===== src/rtl/sync_pkg.sv =====
// Constants and types shared by the beacon transmitter and the slave-side
// sample-and-hold synchroniser, so both ends agree on burst shape.
package sync_pkg;

    typedef enum logic [2:0] {
        ST_IDLE,
        ST_PULSE_HI,
        ST_PULSE_LO,
        ST_GUARD,
        ST_DONE
    } state_t;

    localparam int NUM_PULSES   = 8;
    localparam int MAX_PERIOD   = 19999;
    localparam int RX_TIMEOUT   = 20000;
    localparam int GUARD_CYCLES = 16;

    // A burst is legal when both the high and the low phase last at least two
    // cycles (the receiver's 2-flop synchroniser needs that) and the period
    // stays below the receiver timeout.
    function automatic logic cfg_legal(input int unsigned period,
                                       input int unsigned width,
                                       input int unsigned max_period);
        return (width >= 2) && (period >= width + 2) && (period <= max_period);
    endfunction

endpackage


===== src/rtl/sync_period_timer.sv =====
// Phase counter for one beacon period: cleared by load, free-running
// otherwise, with a terminal-count flag against a caller-supplied value.
module sync_period_timer #(
    parameter int CNT_W = 16
) (
    input  logic             clk,
    input  logic             rst_n,
    input  logic             load,
    input  logic [CNT_W-1:0] tc_val,
    output logic             tc
);

    logic [CNT_W-1:0] cnt;

    // Count cycles since the last load; the owner bounds the count so it never wraps.
    always_ff @(posedge clk or negedge rst_n) begin
        if (!rst_n) begin
            cnt <= '0;
        end else if (load) begin
            cnt <= '0;
        end else begin
            cnt <= cnt + CNT_W'(1);
        end
    end

    assign tc = (cnt == tc_val);

endmodule


===== src/rtl/sync_beacon_tx.sv =====
// Master-side RF sync beacon generator: emits a burst of fixed-width pulses
// at a programmed period, waits a guard interval, then strobes done.
module sync_beacon_tx
    import sync_pkg::*;
#(
    parameter int NUM_PULSES   = sync_pkg::NUM_PULSES,
    parameter int CNT_W        = 16,
    parameter int MAX_PERIOD   = sync_pkg::MAX_PERIOD,
    parameter int GUARD_CYCLES = sync_pkg::GUARD_CYCLES
) (
    input  logic             clk,
    input  logic             rst_n,
    input  logic             start,
    input  logic             abort,
    input  logic [CNT_W-1:0] period_cfg,
    input  logic [7:0]       width_cfg,
    output logic             rf_out,
    output logic             busy,
    output logic             done,
    output logic             cfg_err,
    output logic [3:0]       pulse_idx
);

    state_t           state;
    logic [CNT_W-1:0] period_q;
    logic [7:0]       width_q;
    logic [CNT_W-1:0] tc_val;
    logic             tmr_load;
    logic             tmr_tc;
    logic             start_ok;
    logic             more_pulses;

    assign start_ok    = cfg_legal(32'(period_cfg), 32'(width_cfg), MAX_PERIOD);
    assign more_pulses = (32'(pulse_idx) < NUM_PULSES);

    // The phase counter restarts at every rising edge of rf_out and at GUARD
    // entry; it is held clear while idle so the first pulse starts from zero.
    assign tmr_load = (state == ST_IDLE) || (state == ST_DONE) ||
                      ((state == ST_PULSE_LO) && tmr_tc);

    // Select the last counter value of the current phase from the latched config.
    always_comb begin
        tc_val = '0;
        case (state)
            ST_PULSE_HI: tc_val = CNT_W'(width_q) - CNT_W'(1);
            ST_PULSE_LO: tc_val = period_q - CNT_W'(1);
            ST_GUARD:    tc_val = CNT_W'(GUARD_CYCLES - 1);
            default:     tc_val = '0;
        endcase
    end

    sync_period_timer #(
        .CNT_W (CNT_W)
    ) u_timer (
        .clk    (clk),
        .rst_n  (rst_n),
        .load   (tmr_load),
        .tc_val (tc_val),
        .tc     (tmr_tc)
    );

    // Burst sequencer; every output is registered so rf_out is glitch-free.
    always_ff @(posedge clk or negedge rst_n) begin
        if (!rst_n) begin
            state     <= ST_IDLE;
            period_q  <= '0;
            width_q   <= '0;
            rf_out    <= 1'b0;
            busy      <= 1'b0;
            done      <= 1'b0;
            cfg_err   <= 1'b0;
            pulse_idx <= '0;
        end else begin
            done    <= 1'b0;
            cfg_err <= 1'b0;
            if (abort && (state != ST_IDLE)) begin
                state  <= ST_IDLE;
                rf_out <= 1'b0;
                busy   <= 1'b0;
            end else begin
                case (state)
                    ST_IDLE: begin
                        if (start && !abort) begin
                            if (start_ok) begin
                                period_q  <= period_cfg;
                                width_q   <= width_cfg;
                                // Cleared and then counted for the first pulse.
                                pulse_idx <= 4'd1;
                                rf_out    <= 1'b1;
                                busy      <= 1'b1;
                                state     <= ST_PULSE_HI;
                            end else begin
                                cfg_err <= 1'b1;
                            end
                        end
                    end
                    ST_PULSE_HI: begin
                        if (tmr_tc) begin
                            rf_out <= 1'b0;
                            state  <= ST_PULSE_LO;
                        end
                    end
                    ST_PULSE_LO: begin
                        if (tmr_tc) begin
                            if (more_pulses) begin
                                rf_out    <= 1'b1;
                                pulse_idx <= pulse_idx + 4'd1;
                                state     <= ST_PULSE_HI;
                            end else begin
                                state <= ST_GUARD;
                            end
                        end
                    end
                    ST_GUARD: begin
                        if (tmr_tc) begin
                            done  <= 1'b1;
                            state <= ST_DONE;
                        end
                    end
                    ST_DONE: begin
                        busy  <= 1'b0;
                        state <= ST_IDLE;
                    end
                    default: begin
                        rf_out <= 1'b0;
                        busy   <= 1'b0;
                        state  <= ST_IDLE;
                    end
                endcase
            end
        end
    end

endmodule


===== config.mk =====
export PLATFORM = sky130hd
export DESIGN_NAME = sync_beacon_tx
export DESIGN_NICKNAME = d
export VERILOG_FILES = /design/src/rtl/sync_pkg.sv /design/src/rtl/sync_period_timer.sv /design/src/rtl/sync_beacon_tx.sv
export SDC_FILE = /design/constraint.sdc
export NUM_CORES = 1
export LEC_CHECK = 0
export ABC_CLOCK_PERIOD_IN_PS = 8900
export CAP_MARGIN = 20
export CORE_ASPECT_RATIO = 1.25
export CORE_MARGIN = 3
export CORE_UTILIZATION = 55
export DETAILED_ROUTE_END_ITERATION = 8
export DONT_BUFFER_PORTS = 1
export HOLD_SLACK_MARGIN = 0.12
export PLACE_DENSITY = 0.7
export SYNTH_ARGS = -nofsm -noshare
export SYNTH_HDL_FRONTEND = slang
export SYNTH_SLANG_ARGS = --single-unit

===== constraint.sdc =====
create_clock -name clk -period 8.9 [get_ports clk]
set_input_delay 0.89 -clock clk [delete_from_list [all_inputs] [get_ports clk]]
set_output_delay 0.89 -clock clk [all_outputs]
set_load 0.005 [all_outputs]

# Yosys cells after proc, flatten, opt, wreduce, memory -nomap -nowiden
# Index checks and enable logic that the tools add are counted.
[totals]
wordCells = 85
ff_bits = 51
[op_classes]
mux = 31
n_addsub = 5
reduce_logical = 18
order_cmp = 4
bitwise_logic = 1
n_eq_ne = 17
[op_table]
columns = ["operator", "count"]
rows = [
  ["$pmux W16 S3", 1],
  ["$mux W3", 6],
  ["$add A16 B1 Y16 const B", 1],
  ["$eq A16 B16 Y1", 1],
  ["$ge A16 B9 Y1", 1],
  ["$le A16 B15 Y1 const B", 1],
  ["$mux W16", 1],
  ["$mux W4", 4],
  ["$sub A16 B1 Y16 const B", 1],
  ["$mux W1", 14],
  ["$pmux W3 S4", 1],
  ["$reduce_and A6 Y1", 2],
  ["$add A8 B2 Y9 const B", 1],
  ["$ne A3 B2 Y1 const B", 3],
  ["$sub A8 B1 Y9 const B", 1],
  ["$ge A8 B2 Y1 const B", 1],
  ["$pmux W4 S2", 1],
  ["$eq A3 B2 Y1 const B", 2],
  ["$ne A2 B1 Y1 const B", 3],
  ["$ne A2 B2 Y1 const B", 3],
  ["$ne A3 B3 Y1 const B", 2],
  ["$logic_and A1 B1 Y1", 5],
  ["$reduce_and A5 Y1", 1],
  ["$add A4 B1 Y4 const B", 1],
  ["other kinds (17)", 18],
]

# Depth between registers and ports, before layout
[depth]
ltp_word = 8
depth_mapped = 14
mapped_depth_nobuf = 13

# By module
# Synthesis repeated with hierarchy kept, for this count alone.
[unflattened]
cells_unflattened = 352
area_unflattened_um2 = 3389.5
[by_module_without_submodules]
columns = ["module", "n_inst", "seq_area_each_um2", "cells_each", "area_per_inst_um2"]
rows = [
  ["sync_beacon_tx", 1, 875.8, 249, 2389.8],
  ["sync_period_timer", 1, 400.4, 103, 999.7],
]

# Worst setup path after synthesis
# Ideal clock, no wire load.
[synth_timing]
path_kind = "input to register"
start = "input port width_cfg[1]"
end = "register period_q[10]"
cell_stages = 12
n_path_buf = 2
slack_ns = 5.298
required_ns = 8.775
arrival_time_ns = 3.477
cell_sequence = "ha_1 -> nand3_1 -> nor2_1 -> xnor2_1 -> ha_1 -> nand4_1 -> o31a_1 -> nor4b_1 -> and2_1 -> clkbuf_1 -> buf_1 -> mux2_2"
[synth_via]
elab_chain_len = 5
[synth_rtl]
columns = ["item", "line_no", "source"]
rows = [
  ["start, declared", "sync_beacon_tx.sv:16", "input logic [7:0] width_cfg,"],
  ["$add A8 B2 Y9", "sync_pkg.sv:24", "return (width >= 2) && (period >= width + 2) && (period <= max_period);"],
  ["$ge A16 B9 Y1", "sync_pkg.sv:24", ""],
  ["$logic_and A1 B1 Y1 * (2 in a row)", "sync_pkg.sv:24", ""],
  ["$reduce_and A4 Y1 (no source line) *", "-", ""],
  ["end signal, assigned", "sync_beacon_tx.sv:85", "period_q <= period_cfg;"],
  ["end, declared", "sync_beacon_tx.sv:25", "logic [CNT_W-1:0] period_q;"],
]
# Mark *: on every way between the ends. The rest lies on a longest branch, timed or not.
# A chain may end at the register's enable or synchronous reset.

# Worst setup path after layout
[layout_timing]
start = "register state[0]"
end = "register u_timer.cnt[5]"
[layout_via]
elab_chain_len = 6
[layout_rtl]
columns = ["item", "line_no", "source"]
rows = [
  ["start, declared", "sync_beacon_tx.sv:24", "state_t state;"],
  ["start signal, assigned", "sync_beacon_tx.sv:65", "state <= ST_IDLE;"],
  ["start signal, assigned", "sync_beacon_tx.sv:77", "state <= ST_IDLE;"],
  ["start signal, assigned", "sync_beacon_tx.sv:91", "state <= ST_PULSE_HI;"],
  ["$eq A3 B2 Y1, or another cell as far along", "sync_beacon_tx.sv:44", "case (state)"],
  ["$pmux W16 S3", "sync_beacon_tx.sv:44", ""],
  ["$eq A16 B16 Y1", "sync_period_timer.sv:26", "assign tc = (cnt == tc_val);"],
  ["$logic_and A1 B1 Y1", "sync_beacon_tx.sv:39", "((state == ST_PULSE_LO) && tmr_tc);"],
  ["$logic_or A1 B1 Y1 *", "sync_beacon_tx.sv:38", "assign tmr_load = (state == ST_IDLE) || (state == ST_DONE) ||"],
  ["$mux W16 *", "sync_period_timer.sv:19", "end else if (load) begin"],
  ["end signal, assigned", "sync_period_timer.sv:22", "cnt <= cnt + CNT_W'(1);"],
  ["end, declared", "sync_period_timer.sv:13", "logic [CNT_W-1:0] cnt;"],
]
# Marked as above.

==> impl_metrics.csv <==
group,metric,value,unit
status,outcome,"finished clean",
die,die_area,7260,sq um
synthesis,syn_inst,362,
layout,finalNetCount,400,
worst_setup_path,rr_startpoint,"state[0]",
power_and_ir_drop,p_int,0.542,mW
die,fp.coreArea,5930,sq um
worst_setup_path,cp-startpoint,"state[0]",
power_and_ir_drop,worst_ir_drop_vdd,0.000147,V
grt,gr-total-overflow,0,
power_and_ir_drop,p_clk_frac,0.136,
die,num_rows,31,
synthesis,synth_edf_count,0,
detailed_routing,wl_per_cell,16.4,um
synthesis,ys_seq_elements,51,
grt,grt_pass1_wl,12.3,mm
layout,fill_cells,523,
detailed_routing,detail_route.first_pass.iterations,4,
cts,clk_latency,0.31,ns
cts,clock_path_buffers,2,
grt,grt_pass1_vias,2596,
die,initial_core_util,0.581,
sta,fin_worst_skew,0.00716,ns
sta,layout_min_cycle_time,4.78,ns
detailed_routing,routed_wl,7.23,mm
synthesis,ys.flop_type,"dfrtp_1",
layout,regArea,1280,sq um
power_and_ir_drop,finalPower,0.955,mW
worst_setup_path,cp_max_fo,23,
layout,drive_above_1_share,0.125,
worst_setup_path,critPathArrivalTime,4.93,ns
detailed_routing,drc,0,
cts,cts_resized,0,
synthesis,ys_types,55,
sta,tightest_slew,0.943,ns
placed_design,gp_congestion,0.913,
sta,maxSlewViolCount,0,
grt,antenna_found_initial,0,
die,die_y,94.5,um
cts,cts_setup_buffers,0,
sta,hold_viol,0,
cts,cts_tree,"yes",
sta,fmax,0.209,GHz
worst_setup_path,r2r_setup_slack,4.12,ns
detailed_routing,ant_nets,0,
detailed_routing,vias_per_cell,6.01,
die,dieWidth,76.8,um
synthesis,syn_area,3450,sq um
worst_setup_path,start_kind,"flip-flop",
grt,grt_usage,0.211,
detailed_routing,drtIter0Drc,145,
run,drv_cap,0,
sta,fin_setup_tns,0,ns
power_and_ir_drop,p_leak,1.40,nW
synthesis,syn-num-nets,404,
cts,path_clk_slew,0.09,ns
placed_design,io_buffers,0,
worst_setup_path,required,9.05,ns
placed_design,dp_hpwl,5.56,mm
layout,area_growth,4.21,%
cts,cts_made_buffers,5,
power_and_ir_drop,seq_power_share,0.404,
worst_setup_path,cp-end-kind,"flip-flop",
cts,htree_levels,2,
grt,grt_max_degree,52,
sta,rsz0062_at_grt,"no",
power_and_ir_drop,switching_share,0.433,
worst_setup_path,criticalPathCategory,"reg -> reg",
power_and_ir_drop,combPwrFrac,0.460,
die,io_pins,36,
min_path,min_path_type,"in -> async",
layout,antennaDiodeCount,0,
synthesis,seq_area_frac_synth,0.370,
sta,finalSetupViolations,0,
cts,cts-root-buf,"clkbuf_8",
power_and_ir_drop,p_sw,0.413,mW
detailed_routing,vias,2649,
synthesis,yosys_warnings,0,
synthesis,async_flop_share,1.00,
synthesis,syn_avg_cell_area,9.53,sq um
worst_setup_path,reg2reg_depth,9,
cts,clkSinkCount,51,
sta,slew_headroom,0.366,
power_and_ir_drop,power_density,266,nW/um^2
sta,fin_crit_sh,0.537,
layout,multi_input_area,2060,sq um
cts,cts-hold-fix-buffers,0,
==> routing by layer <==
layer,global-route usage,vias up,wire (um)
li1,-,1323,-
met1,0.277,1249,3350
met2,0.344,59,3370
met3,0.0382,18,287
met4,0.0861,0,221
met5,0,-,0
==> registers in the layout, summed over array words and instances (netlist names) <==
name	count
busy	1
state	3
u_timer.cnt	16
rf_out	1
period_q	16
done	1
cfg_err	1
width_q	8
pulse_idx	4
==> through the flow <==
step	instance area, sq um	hold WS [ns]	utilization	cells	setup WS [ns]
final	3590	0.268	0.606	441	4.12
after global routing	3590	0.253	0.606	441	3.70
after CTS	3590	0.260	0.606	441	4.11
after detailed placement	3510	0.528	0.592	433	4.11
after global placement	3510	0.514	0.592	433	4.21
after floorplan	3450	0.479	-	362	5.30
==> layout by cell type (no fill, tap or decap), types with 5 or more instances in the layout <==
cell type	synthesis	layout
nor2_1	18	18
inv_1	13	13
nor3b_1	7	7
o211ai_1	7	7
nand3_1	12	12
mux2_2	18	18
ha_1	14	14
nor3_1	14	14
xor2_1	15	15
dfrtp_1	51	51
clkbuf_8	0	5
a21oi_1	10	10
nand4_1	9	9
nand2b_1	5	5
nand2_1	20	20
xnor2_1	26	26
nor4_1	9	9
o21ai_0	18	18
nor3_2	9	9
and3_1	10	10
==> synthesized netlist by cell type, types with 5 or more instances <==
| cell type | instances | share of area |
|---|---|---|
| nor3b_1 | 7 | 0.015 |
| a21oi_1 | 10 | 0.015 |
| mux2_2 | 18 | 0.059 |
| o211ai_1 | 7 | 0.015 |
| dfrtp_1 | 51 | 0.37 |
| and3_1 | 10 | 0.018 |
| clkbuf_1 | 9 | 0.0098 |
| nand2b_1 | 5 | 0.0091 |
| ha_1 | 14 | 0.051 |
| nor3_1 | 14 | 0.020 |
| nor3_2 | 9 | 0.026 |
| xnor2_1 | 26 | 0.066 |
| inv_1 | 13 | 0.014 |
| xor2_1 | 15 | 0.038 |
| nor2_1 | 18 | 0.020 |
| nor4_1 | 9 | 0.016 |
| nand3_1 | 12 | 0.017 |
| o21ai_0 | 18 | 0.026 |
| nand4_1 | 9 | 0.016 |
| nand2_1 | 20 | 0.022 |
==> final cells by class <==
| class | count | area share |
|---|---|---|
| inverters | 13 | 0.0136 |
| repair buffers | 4 | 0.00835 |
| well taps | 82 | 0.0285 |
| multi-input cells | 283 | 0.572 |
| clock buffers | 7 | 0.0212 |
| clock inverters | 1 | 0.00139 |
| flip-flops and latches | 51 | 0.355 |
==> cell families (layout without fill, tap and decap cells) <==
logic type	after synthesis	after routing	synth area share
muxes	22	22	0.0704
xor gates and xnor gates	41	41	0.104
and+or+nand+nor	142	142	0.250
DFF	51	51	0.370
AOI/OAI and AO/OA	64	64	0.121
buffers and inverters	28	25	0.0341
adders and majority gates	14	14	0.0508
==> critical path, stage by stage, from the launching register on <==
cell and delay [ns]:
dfrtp_1 0.61, or3b_1 0.67, or4_4 0.58, and3_1 0.18, a21oi_1 0.14, nand3b_1 0.08, or4_1 0.53, nor4_2 0.85
nor3b_4 0.83, nor4_1 0.15
==> power by group through the flow <==
stage / combinational (mW) / sequential [mW] / clock [mW]
finish: 0.439 / 0.386 / 0.129
global route: 0.492 / 0.401 / 0.140
CTS: 0.444 / 0.385 / 0.134
detailed placement: 0.442 / 0.391 / 0
global placement: 0.437 / 0.386 / 0
floorplan: 0.410 / 0.356 / 0
==> path summary, 6_finish.rpt <==
kind | endpoint
min in group clk | u_timer.cnt[0]
hold / removal | cfg_err
setup / recovery | u_timer.cnt[5]
hold reg to reg | u_timer.cnt[0]
setup reg to reg | u_timer.cnt[5]
max in group asynchronous | width_q[7]
Power figures use the tool's default switching activity.
==> edit, RTL diff (same settings) <==
`CNT_W` is set to 16 in 2 places; all go to 18.
--- a/src/rtl/sync_period_timer.sv
+++ b/src/rtl/sync_period_timer.sv
@@ -3,3 +3,3 @@
 module sync_period_timer #(
-    parameter int CNT_W = 16
+    parameter int CNT_W = 18
 ) (
--- a/src/rtl/sync_beacon_tx.sv
+++ b/src/rtl/sync_beacon_tx.sv
@@ -6,3 +6,3 @@
     parameter int NUM_PULSES   = sync_pkg::NUM_PULSES,
-    parameter int CNT_W        = 16,
+    parameter int CNT_W        = 18,
     parameter int MAX_PERIOD   = sync_pkg::MAX_PERIOD,
Interface: changed (resized period_cfg); port bits go from 36 to 38. No check against the original RTL was run, so the function may have changed too.
==> edit against the unedited design <==
Clock skew down 0.00075 ns; sequential share of layout area fell by 0.63 points; first-iteration DRC count is 39% higher; total power fell by 26%; largest cell class unchanged; clock power is 6% higher; worst setup slack better by 0.44 ns; wire length rose by 19%; sequential cell count is 4 higher; design area up 9.8%; synthesized cell count up 15%; area after synthesis grew 11%.
==> edit: results (changes against the unedited design) <==
* Result of the run: complete, no violations
* Total detailed-routing wirelength at 8570 µm (+19%)
* VDD IR-drop max at 0.119 mV (-18%)
* RePlAce Congestion at 0.921 (+0.92%)
* Biggest regs: period_q: 18 flops, u_timer.cnt: 18 flops, width_q: 8 flops
* Maximum number of pins on one net before global-route repair at 56 (+7.7%)
* Slack of the worst reg-to-reg path at 4.56 ns (+0.44 ns)
* HPWL after DPL at 6580 µm (+18%)
* Met1 Routed Length at 3980 µm (+19%)
* Source-to-sink clock delay at the later pin of the worst-skew pair at 0.31 ns (about the same)
* Leakage power of the design at 1.54 nW (+9.3%)
* Number of global-route vias before repair at 2997 (+15%)
* Cell total after placement at 484 (+12%)
* Largest cells by area after synthesis: sky130_fd_sc_hd__dfrtp_1 36%, sky130_fd_sc_hd__mux2_2 6.5%, sky130_fd_sc_hd__ha_1 4.6%
* Post-synth top cells: 55 x sky130_fd_sc_hd__dfrtp_1, 32 x sky130_fd_sc_hd__nor3_1, 27 x sky130_fd_sc_hd__nor2_1
* Total number of nets in the final design at 448 (+12%)
* First-pass GRT wire length at 14700 µm (+19%)
* Worst max-slew margin expressed relative to the limit at 32.0% (-4.5 points)
* Cell variety after synth at 61 (+11%)
* Via total after detailed routing at 3138 (+18%)
* Fraction of the yosys area taken by sequential cells at 36.0% (-1.0 points)
* Met2 Routed Length at 4070 µm (+21%)
* Vias per Instance at 6.38 (+6.2%)
* Worst clock skew on the final layout at 0.00642 ns (-0.000745 ns)
* Crit path arrival time at 4.51 ns (-0.42 ns)
* Mapped Nets at 460 (+14%)
* Biggest cell delay along the critical path at 0.74 ns (-0.11 ns)
* Aggregate global-route resource usage at 23.0% (+1.9 points)
* Number of detailed-routing iterations run before antenna repair at 5 (+1)
* Number of design-rule violations left by the first detailed-router iteration at 202 (+39%)
* Largest driver fanout on the critical path at 18 (-22%)
* CTS H-tree depth at 2 (unchanged)
-- edit: worst paths after layout --
check | from | to | depth (start not counted)
setup / recovery | width_q[2]$_DFFE_PN0P_ | u_timer.cnt[17]$_DFF_PN0_ | 9
hold / removal | rst_n | u_timer.cnt[5]$_DFF_PN0_ | 0
setup reg to reg | width_q[2]$_DFFE_PN0P_ | u_timer.cnt[17]$_DFF_PN0_ | 9
hold reg to reg | period_q[17]$_DFFE_PN0P_ | period_q[17]$_DFFE_PN0P_ | 1
max in group asynchronous | rst_n | period_q[7]$_DFFE_PN0P_ | 0
min in group clk | period_q[17]$_DFFE_PN0P_ | period_q[17]$_DFFE_PN0P_ | 1
-- edit: worst reg2reg max path, stage by stage, from the launching register on --
cell                      delay, ns
sky130_fd_sc_hd__dfrtp_1       0.44
sky130_fd_sc_hd__nor4_1        0.61
sky130_fd_sc_hd__nand2_1       0.21
sky130_fd_sc_hd__nor4_2        0.74
sky130_fd_sc_hd__o21a_1        0.22
sky130_fd_sc_hd__o21ai_0       0.10
sky130_fd_sc_hd__or4_4         0.54
sky130_fd_sc_hd__nor3_2        0.55
sky130_fd_sc_hd__and2_1        0.65
sky130_fd_sc_hd__nor3_1        0.15
-- edit: per-stage QoR --
| step | util, % | total power, mW | instance area, µm² | worst slack, ns | hold slack (ns) |
|---|---|---|---|---|---|
| 2_1_floorplan | - | 0.541 | 3830 | 5.50 | 0.468 |
| 3_3_place_gp | 58.1 | 0.568 | 3860 | 4.68 | 0.497 |
| 3_5_place_dp | 58.1 | 0.575 | 3860 | 4.58 | 0.512 |
| 4_1_cts | 59.4 | 0.710 | 3950 | 4.53 | 0.254 |
| 5_1_grt | 59.4 | 0.758 | 3950 | 4.25 | 0.247 |
| 6_report | 59.4 | 0.707 | 3950 | 4.56 | 0.264 |
-- edit: kinds of logic (layout without fill, tap and decap cells) --
family          count (synthesis)  count (layout)  share of synthesized area, %
flops                          55              55                          36.0
simple gates                  180             180                          27.2
buf+inv                        35              24                          3.92
mux                            26              26                          7.52
compound gates                 74              74                          13.5
fa+ha+maj                      14              14                          4.58
xor+xnor                       32              32                          7.32
-- edit: where the power goes --
group / internal [mW] / switching (mW)
Combinational: 0.0988 / 0.128
Sequential: 0.287 / 0.0567
Clock: 0.0552 / 0.0817
-- edit: layout make-up --
class | instances | area, µm²
tap | 87 | 109
clock inverter | 2 | 12.5
sequential | 55 | 1380
timing repair buffer | 3 | 22.5
fill | 587 | 2700
inverter | 13 | 48.8
clock buffer | 6 | 72.6
multi-input combinational | 326 | 2300
-- edit: per-layer routing --
layer	track usage, %	up-vias
met1	32.6	1497
met5	0	-
li1	-	1532
met2	35.8	92
met4	7.15	0
met3	3.89	17
